## config.mk

```make
export PLATFORM = sky130hd
export DESIGN_NAME = bin8_to_bcd_seq
export DESIGN_NICKNAME = d
export VERILOG_FILES = /design/src/rtl/bin8_to_bcd_seq.sv
export SDC_FILE = /design/constraint.sdc
export NUM_CORES = 1
export LEC_CHECK = 0
export CAP_MARGIN = 20
export CORE_MARGIN = 2
export CORE_UTILIZATION = 40
export CTS_CLUSTER_SIZE = 40
export DETAILED_ROUTE_END_ITERATION = 6
export GPL_TIMING_DRIVEN = 0
export REMOVE_ABC_BUFFERS = 1
export SETUP_SLACK_MARGIN = 0.15
export SLEW_MARGIN = 20
export SYNTH_ARGS = -nofsm -noshare
export SYNTH_HDL_FRONTEND = slang
export SYNTH_SLANG_ARGS = --single-unit
```

## constraint.sdc

```tcl
create_clock -name clk -period 3.4 [get_ports clk]
set_input_delay 0.68 -clock clk [delete_from_list [all_inputs] [get_ports clk]]
set_output_delay 0.68 -clock clk [all_outputs]
set_load 0.1 [all_outputs]
```

## src/rtl/bin8_to_bcd_seq.sv

```systemverilog
// bin8_to_bcd_seq
//   Sequential 8-bit binary to 3-digit BCD converter (double-dabble, one bit
//   per clock). A conversion accepted at one edge produces a one-cycle done
//   pulse 8 cycles later, so a held start gives one result every 9 cycles.
//
// Parameters
//   SIGNED   : 1 = value is two's complement (magnitude + neg reported),
//              0 = value is unsigned (neg always 0).
// Ports
//   clk      : in  - clock, all state changes on the rising edge
//   rst      : in  - synchronous active-high reset
//   start    : in  - request a conversion of value (ignored while busy)
//   value    : in  - 8-bit number to convert
//   busy     : out - conversion in progress
//   done     : out - one-cycle pulse when hundreds/tens/ones/neg update
//   neg      : out - sign of the last converted value
//   hundreds : out - BCD hundreds digit of the magnitude (0..2)
//   tens     : out - BCD tens digit of the magnitude
//   ones     : out - BCD ones digit of the magnitude
module bin8_to_bcd_seq #(
    parameter int SIGNED = 1
) (
    input  logic       clk,
    input  logic       rst,
    input  logic       start,
    input  logic [7:0] value,
    output logic       busy,
    output logic       done,
    output logic       neg,
    output logic [3:0] hundreds,
    output logic [3:0] tens,
    output logic [3:0] ones
);

    typedef enum logic {
        IDLE = 1'b0,
        CONV = 1'b1
    } state_t;

    // Double-dabble correction: every BCD nibble >= 5 gets +3 before the shift
    // so that the following doubling carries correctly into the next digit.
    function automatic logic [11:0] bcd_adjust(input logic [11:0] acc);
        logic [11:0] res;
        res = acc;
        for (int i = 0; i < 3; i++) begin
            if (acc[i*4 +: 4] >= 4'd5) begin
                res[i*4 +: 4] = acc[i*4 +: 4] + 4'd3;
            end else begin
                res[i*4 +: 4] = acc[i*4 +: 4];
            end
        end
        return res;
    endfunction

    state_t      state_r, state_s;
    logic [2:0]  cnt_r, cnt_s;
    logic [7:0]  shreg_r, shreg_s;
    logic [11:0] acc_r, acc_s;
    logic        sign_r, sign_s;
    logic        busy_r, busy_s;
    logic        done_r, done_s;
    logic        neg_r, neg_s;
    logic [3:0]  hundreds_r, hundreds_s;
    logic [3:0]  tens_r, tens_s;
    logic [3:0]  ones_r, ones_s;

    logic [7:0]  mag_s;
    logic        in_sign_s;
    logic [19:0] step_s;

    // Input magnitude/sign and one double-dabble step of the current state.
    always_comb begin
        if ((SIGNED != 0) && value[7]) begin
            // 0x80 negates to 0x80, which read unsigned is the required 128.
            mag_s     = 8'd0 - value;
            in_sign_s = 1'b1;
        end else begin
            mag_s     = value;
            in_sign_s = 1'b0;
        end
        step_s = {bcd_adjust(acc_r), shreg_r} << 1;
    end

    // Next-state and next-output logic of the IDLE/CONV controller.
    always_comb begin
        state_s    = state_r;
        cnt_s      = cnt_r;
        shreg_s    = shreg_r;
        acc_s      = acc_r;
        sign_s     = sign_r;
        busy_s     = busy_r;
        done_s     = 1'b0;
        neg_s      = neg_r;
        hundreds_s = hundreds_r;
        tens_s     = tens_r;
        ones_s     = ones_r;
        case (state_r)
            IDLE: begin
                if (start) begin
                    state_s = CONV;
                    cnt_s   = 3'd0;
                    shreg_s = mag_s;
                    acc_s   = 12'd0;
                    sign_s  = in_sign_s;
                    busy_s  = 1'b1;
                end else begin
                    busy_s  = 1'b0;
                end
            end
            CONV: begin
                acc_s   = step_s[19:8];
                shreg_s = step_s[7:0];
                cnt_s   = cnt_r + 3'd1;
                if (cnt_r == 3'd7) begin
                    // Eighth shift: publish the digits straight from this step.
                    state_s    = IDLE;
                    cnt_s      = 3'd0;
                    busy_s     = 1'b0;
                    done_s     = 1'b1;
                    neg_s      = sign_r;
                    hundreds_s = step_s[19:16];
                    tens_s     = step_s[15:12];
                    ones_s     = step_s[11:8];
                end else begin
                    busy_s     = 1'b1;
                end
            end
            default: begin
                state_s = IDLE;
                cnt_s   = 3'd0;
                busy_s  = 1'b0;
            end
        endcase
    end

    // State and output registers with synchronous reset taking priority.
    always_ff @(posedge clk) begin
        if (rst) begin
            state_r    <= IDLE;
            cnt_r      <= 3'd0;
            shreg_r    <= 8'd0;
            acc_r      <= 12'd0;
            sign_r     <= 1'b0;
            busy_r     <= 1'b0;
            done_r     <= 1'b0;
            neg_r      <= 1'b0;
            hundreds_r <= 4'd0;
            tens_r     <= 4'd0;
            ones_r     <= 4'd0;
        end else begin
            state_r    <= state_s;
            cnt_r      <= cnt_s;
            shreg_r    <= shreg_s;
            acc_r      <= acc_s;
            sign_r     <= sign_s;
            busy_r     <= busy_s;
            done_r     <= done_s;
            neg_r      <= neg_s;
            hundreds_r <= hundreds_s;
            tens_r     <= tens_s;
            ones_r     <= ones_s;
        end
    end

    assign busy     = busy_r;
    assign done     = done_r;
    assign neg      = neg_r;
    assign hundreds = hundreds_r;
    assign tens     = tens_r;
    assign ones     = ones_r;

endmodule
```

==> flow_summary.yaml, run 1 <==
status:
  status: "finished clean"
synth:
  synth_cell_types: 37
  synth_top_area_share: 0.421
  syn_area_per_cell_sq_um: 8.62
  yosys.area.top_type: "dfxtp_1"
  async_flop_share: 0
  synthFlopType: "dfxtp_1"
  synth_area_leaders: "dfxtp_1 42%, o21ai_0 6.5%, a21oi_1 6.2%"
  yosys_warnings: 0
  synthCells: 215
  ys_seq_elements: 39
  yosysSeqAreaShare: 0.421
  netlist_area_sq_mm: 0.00185
  synth_edf_count: 0
worst_hold_path:
  hold_path.class: "reg -> reg"
  hold_path_end: "ones[1]"
  hp-start: "ones[1]"
  min_delay_path_depth: 2
die:
  initial_utilization: 0.420
  core_area_sq_mm: 0.00441
  io_pins: 26
  die_h_um: 72.1
  rows: 24
  die_area_sq_mm: 0.00519
  die_w_um: 72.1
cells_and_area:
  area_delta_synth_final_pct: 19.9
  layout_common_cells: "38 x dfxtp_1, 25 x clkdlybuf4s50_1, 24 x o21ai_0, 22 x a21oi_1, 19 x nand2_1"
  layout-drive-gt1-share: 0.0759
  multi_input_area_sq_um: 995
  layout_commonest_cell: "dfxtp_1"
  nets: 257
  nFillCells: 436
  fin_area_sq_mm: 0.00222
  diodes: 0
  regArea_sq_um: 782
place:
  routabilityCongestion: 0.733
  place_area_sq_mm: 0.00213
  portBuffers: 25
  dpl.hpwl_um: 2520
clock_tree:
  path_clk_slew_ns: 0.08
  cts_resized: 0
  clock_tree.root_cell: "clkbuf_8"
  cts.htree.levels: 2
  ctsHoldBuffers: 0
  cts_tree: "built"
  cts_made_buffers: 5
  cts.sinks: 39
  clk_latency_ns: 0.29
  post_cts_buffers: 0
  clockBufferDepth: 2
timing:
  fmax_mhz: 330
  clock_skew_ns: 0.00707
  whs_ns: 0.455
  relSlewSlack: 0.352
  period_share: 0.892
  finalMaxSlewViolations: 0
  rsz0062_at_grt: "false"
  period_minus_slack_ns: 3.03
  setup_viol: 0
  worstMarginPinSlew_ns: 0.968
  finalSetupTns_ns: 0
  hold_violations: 0
worst_setup_path:
  start_kind: "flop"
  critPathKind: "reg -> out"
  path_buf_inv: 1
  cp.arrival_ns: 2.35
  r2r_start: "busy"
  end_kind: "output pin"
  crit_family: "buffers and inverters"
  ff2ff_setup_slack_ns: 1.63
  worstPathMaxFanout: 45
  rr_endpoint: "neg"
  cp_cell_sequence: "clkdlybuf4s50_1"
  crit_required_ns: 2.72
  critPathSlowestCell: "clkdlybuf4s50_1"
  max_stage_delay_ns: 1.27
  startpoint: "busy"
  worstRegToRegCells: 3
detailed_routing:
  wl_per_cell_um: 12.6
  post-route-drc-count: 0
  ant_nets: 0
  vias_per_cell: 5.47
  num_vias: 1581
  drt_iter0_drc: 104
  routed_wl_um: 3630
  first_pass_iters: 4
grt:
  antenna_found_initial: 0
  grtUsageTotal: 0.153
  grt_pass1_vias: 1388
  grt_max_degree: 46
  overflow: 0
  grt_pass1_wl_um: 6310
power_and_ir_drop:
  p_leak_nw: 0.776
  ir_drop_mv: 0.229
  p_per_area_mw_per_mm2: 390
  total_power_w: 0.000866
job:
  cap_viol_max_count: 0
## stage by stage
| stage | util | setup WS [ns] | std cells |
|---|---|---|---|
| after global placement | 0.482 | 0.244 | 282 |
| after detailed placement | 0.483 | 0.400 | 282 |
| final | 0.503 | 0.368 | 289 |
| after floorplan | - | 0.847 | 205 |
| after CTS | 0.503 | 0.358 | 289 |
| after global routing | 0.503 | 0.250 | 289 |
## metal layers
layer,part of all wire,track usage
met5,0,0
met4,0.017,0.0566
met3,0.042,0.0333
met1,0.49,0.200
met2,0.46,0.248
## layout make-up
class,instances,share of cell area
multi-input combinational,155,0.448
sequential,39,0.352
timing repair buffer,25,0.113
clock inverter,1,0.00225
clock buffer,6,0.0372
inverter,11,0.0186
tap,52,0.0293
## how the worst max path moves through the flow
stage	endpoint	slack, ns	cells after the start
floorplan	neg	0.85	2
global placement	busy	0.24	1
detailed placement	ones[0]	0.40	5
CTS	busy	0.36	1
global route	busy	0.25	1
finish	busy	0.37	1
## cells by family (layout without fill, tap and decap cells)
group	count (synthesis)	after routing	share of synthesized area
compound gates	60	60	0.187
simple gates	75	75	0.229
xor+xnor	5	5	0.0236
buf+inv	21	43	0.0439
mux	6	6	0.0344
flops	39	39	0.421
fa+ha+maj	9	9	0.0608
## registers in the layout, summed over array words and instances, names as in the netlist
signal,flops
shreg_r,8
tens,4
ones,4
cnt_r,3
hundreds,4
done,1
busy,1
sign_r,1
acc_r,12
neg,1
## worst register-to-register path, stage by stage (launching register included)
cell	delay (ns)
dfxtp_2	0.78
nand3_1	0.55
inv_1	0.23
a22o_1	0.15
## cells in the mapped netlist (5+ instances only)
master and count:
nand3b_1 9, nor2_1 10, dfxtp_1 39, o21ai_0 24, nand3_1 5, nand2_1 19
clkbuf_1 8, a21oi_1 23, nor3b_1 12, inv_1 10, ha_1 9
## power by group
part | switching, W | internal (W)
sequential | 0.0000130 | 0.000466
combinational | 0.0000406 | 0.0000313
clock | 0.000156 | 0.000159
Power figures use the tool's default switching activity.
==> run 2: changes to the inputs <==
Settings changed: DONT_BUFFER_PORTS set to 1.
==> flow_summary.yaml, run 2 (synthesis results as in run 1) <==
worst_setup_path:
  max_stage_delay_ns: 0.71
  path_buf_inv: 1
  start_kind: "flop"
  cp.arrival_ns: 1.27
  critPathKind: "reg -> out"
  crit_family: "flip-flops"
  ff2ff_setup_slack_ns: 1.65
  worstPathMaxFanout: 36
  critPathSlowestCell: "dfxtp_2"
  cp_cell_sequence: "buf_12"
  crit_required_ns: 2.72
  end_kind: "output pin"
clock_tree:
  cts_tree: "built"
  clock_tree.root_cell: "clkbuf_8"
  clockBufferDepth: 2
  cts_resized: 0
  clk_latency_ns: 0.29
  path_clk_slew_ns: 0.07
  cts.htree.levels: 2
  ctsHoldBuffers: 0
  post_cts_buffers: 0
  cts_made_buffers: 5
  cts.sinks: 39
cells_and_area:
  largest-register: "acc_r"
  diodes: 0
  largest_reg_flops: 12
  largestRegisters: "acc_r x12, shreg_r x8"
  nets: 233
  area_delta_synth_final_pct: 8.24
  multi_input_area_sq_um: 995
  nFillCells: 434
  layout_commonest_cell: "dfxtp_1"
  regArea_sq_um: 782
  layout-drive-gt1-share: 0.0845
  layout_common_cells: "38 x dfxtp_1, 24 x o21ai_0, 22 x a21oi_1, 19 x nand2_1, 12 x nor3b_1"
grt:
  antenna_found_initial: 0
  overflow: 0
  grt_pass1_wl_um: 6050
  grt_max_degree: 37
  grtUsageTotal: 0.147
  grt_pass1_vias: 1379
timing:
  period_minus_slack_ns: 1.95
  hold_violations: 0
  fin_ws_ns: 1.45
  setup_viol: 0
  fmax_mhz: 512
  period_share: 0.575
  relSlewSlack: 0.352
  finalMaxSlewViolations: 0
  whs_ns: 0.455
  worstMarginPinSlew_ns: 0.970
  rsz0062_at_grt: "false"
  finalSetupTns_ns: 0
  clock_skew_ns: 0.00798
die:
  initial_utilization: 0.420
  die_h_um: 72.1
  io_pins: 26
  core_area_sq_mm: 0.00441
  die_w_um: 72.1
  die_area_sq_mm: 0.00519
  rows: 24
detailed_routing:
  vias_per_cell: 5.53
  num_vias: 1465
  post-route-drc-count: 0
  wl_per_cell_um: 13.5
  ant_nets: 0
  drt_iter0_drc: 52
  first_pass_iters: 4
  routed_wl_um: 3570
power_and_ir_drop:
  total_power_w: 0.000897
  p_per_area_mw_per_mm2: 447
  p_leak_nw: 0.699
  ir_drop_mv: 0.216
place:
  dpl.hpwl_um: 2450
  place_ws_ns: 1.61
  portBuffers: 0
  routabilityCongestion: 0.724
worst_hold_path:
  hold_path.class: "reg -> reg"
status:
  status: "finished clean"
job:
  cap_viol_max_count: 0
[run 2: final timing paths]
path / from / endpoint / cells past startpoint
setup / recovery: busy / busy / 1
hold / removal: shreg_r[1] / shreg_r[2] / 2
setup reg to reg: busy / shreg_r[6] / 4
hold reg to reg: shreg_r[1] / shreg_r[2] / 2
[run 2: area by class of cell]
class,instances,share of cell area
Clock inverter,1,0.0150
Clock buffer,6,0.0362
Timing Repair Buffer,1,0.00998
Tap cell,52,0.0324
Sequential cell,39,0.390
Inverter,11,0.0206
Multi-Input combinational cell,155,0.496
[run 2: metrics by stage]
| stage | instance area, sq um | cells | util |
|---|---|---|---|
| global placement | 1880 | 257 | 0.425 |
| CTS | 2010 | 265 | 0.454 |
| finish | 2010 | 265 | 0.454 |
| detailed placement | 1900 | 258 | 0.431 |
| floorplan | 1810 | 205 | - |
| global route | 2010 | 265 | 0.454 |
[run 2: metal layers]
metal  part of all wire  vias to the layer above  track usage
met5                  0                        -            0
met4              0.011                        0       0.0503
met3              0.043                        5       0.0403
met2               0.45                       34        0.247
met1               0.49                      665        0.180
li1                   -                      761            -
[run 2: worst min-delay path, cell delays in order (launching register included)]
cell     delay, ns
dfxtp_1       0.31
nand2_1       0.05
a21oi_1       0.05
[run 2: where the power goes]
group	switching [W]	internal, W	total [W]
Sequential	0.0000116	0.000466	0.000478
Combinational	0.0000296	0.0000232	0.0000528
Clock	0.000152	0.000215	0.000367
==> run 3: changes to the inputs <==
Clock period 3.4 ns to 2 ns, I/O delays scaled along.
==> flow_summary.yaml, run 3 (synthesis results as in run 1) <==
clock_tree:
  clock_tree.root_cell: "clkbuf_8"
  cts.htree.levels: 2
  path_clk_slew_ns: 0.07
  post_cts_buffers: 0
  cts.sinks: 39
  clockBufferDepth: 2
  clk_latency_ns: 0.29
  cts_tree: "built"
  cts_made_buffers: 5
power_and_ir_drop:
  combinationalPowerShare: 0.059
  ir_drop_mv: 0.367
  p_per_area_mw_per_mm2: 755
  switchingPower_w: 0.000327
  p_leak_nw: 0.702
  internal-power_w: 0.00120
  p_seq_frac: 0.533
  clkPwrFrac: 0.408
  p_sw_frac: 0.215
cells_and_area:
  area_delta_synth_final_pct: 8.98
  layout_common_cells: "38 x dfxtp_1, 24 x o21ai_0, 21 x a21oi_1, 19 x nand2_1, 12 x nor3b_1"
  largest_reg_flops: 12
  diodes: 0
  nFillCells: 431
  layout_commonest_cell: "dfxtp_1"
  fin_cells: 265
  nets: 233
  regArea_sq_um: 785
  largest-register: "acc_r"
  layout-drive-gt1-share: 0.0892
  multi_input_area_sq_mm: 0.00101
  largestRegisters: "acc_r x12, shreg_r x8"
detailed_routing:
  first_pass_iters: 4
  post-route-drc-count: 0
  vias_per_cell: 5.52
  drt_iter0_drc: 52
  num_vias: 1464
  routed_wl_um: 3560
  ant_nets: 0
  wl_per_cell_um: 13.4
grt:
  use_met1: 0.180
  grt_pass1_vias: 1379
  grt_use_met2: 0.247
  grtUsageMet3: 0.0403
  antenna_found_initial: 0
  overflow: 0
  grtUsageTotal: 0.147
  grt_pass1_wl_um: 6050
  grt_max_degree: 37
  grt.busiest_layer: "met2"
die:
  core_area_sq_mm: 0.00441
  initial_utilization: 0.420
  die_h_um: 72.1
  die_w_um: 72.1
  io_pins: 26
  die_area_sq_mm: 0.00519
  rows: 24
timing:
  relSlewSlack: 0.352
  finalMaxSlewViolations: 0
  whs_ns: 0.177
  rsz0062_at_grt: "false"
  period_minus_slack_ns: 1.67
  hold_violations: 0
  setup_viol: 0
  clock_skew_ns: 0.00736
  period_share: 0.834
  worstMarginPinSlew_ns: 0.971
  fmax_mhz: 599
worst_setup_path:
  start_kind: "flop"
  cp.arrival_ns: 1.85
  critPathKind: "reg -> reg"
  crit_required_ns: 2.18
  worstPathMaxFanout: 36
  max_stage_delay_ns: 0.46
  end_kind: "flop"
  cp_cell_sequence: "buf_12 -> nand2b_1 -> or3_2 -> o311ai_0"
  critPathSlowestCell: "dfxtp_4"
  crit_family: "simple AND/OR/NAND/NOR gates"
  path_buf_inv: 1
place:
  dp.cells: 258
  routabilityCongestion: 0.724
  portBuffers: 0
  dpl.hpwl_um: 2450
job:
  cap_viol_max_count: 0
worst_hold_path:
  hold_path.class: "in -> reg"
status:
  status: "finished clean"
## run 3: cell counts in the layout (fill, tap and decap cells not counted)
No cell type changed its count.
## run 3: power groups by stage
stage | clock (W) | sequential, W | combinational (W)
3_5_place_dp | 0 | 0.000830 | 0.0000911
3_3_place_gp | 0 | 0.000842 | 0.0000716
6_report | 0.000622 | 0.000812 | 0.0000901
5_1_grt | 0.000675 | 0.000815 | 0.000101
4_1_cts | 0.000645 | 0.000812 | 0.0000912
2_1_floorplan | 0 | 0.000836 | 0.0000594
## run 3: timing repair
action / in CTS / in global routing
endpoints found under the setup margin: 0 / 4
gates resized for setup: 0 / 3
hold buffers: 0 / 0
## run 3: cell type report
| type | instances | share of cell area |
|---|---|---|
| Clock inverter | 1 | 0.0149 |
| Clock buffer | 6 | 0.0359 |
| Inverter | 11 | 0.0204 |
| Timing Repair Buffer | 1 | 0.00991 |
| Sequential cell | 39 | 0.388 |
| Tap cell | 52 | 0.0322 |
| Multi-Input combinational cell | 155 | 0.498 |
## run 3: worst paths after layout
check,endpoint,slack (ns),start,depth (start not counted)
worst min register to register,shreg_r[2],0.45,shreg_r[1],2
worst max register to register,shreg_r[6],0.33,busy,4
worst min-delay path,sign_r,0.18,rst,1
worst max-delay path,shreg_r[6],0.33,busy,4
## run 3: metrics by stage
stage | power, W | util | setup slack [ns] | TNS, ns | instance area, sq um
floorplan | 0.000895 | - | -0.553 | -9.34 | 1810
global placement | 0.000914 | 0.425 | -1.23 | -30.53 | 1880
detailed placement | 0.000921 | 0.431 | 0.264 | 0 | 1900
CTS | 0.00155 | 0.454 | 0.242 | 0 | 2010
global route | 0.00159 | 0.457 | 0.191 | 0 | 2020
finish | 0.00152 | 0.457 | 0.331 | 0 | 2020
## run 3: layer usage
layer  vias to the layer above  wire [um]
met2                        36       1610
met1                       661       1740
li1                        762          -
met3                         5        166
met5                         -          0
met4                         0         38
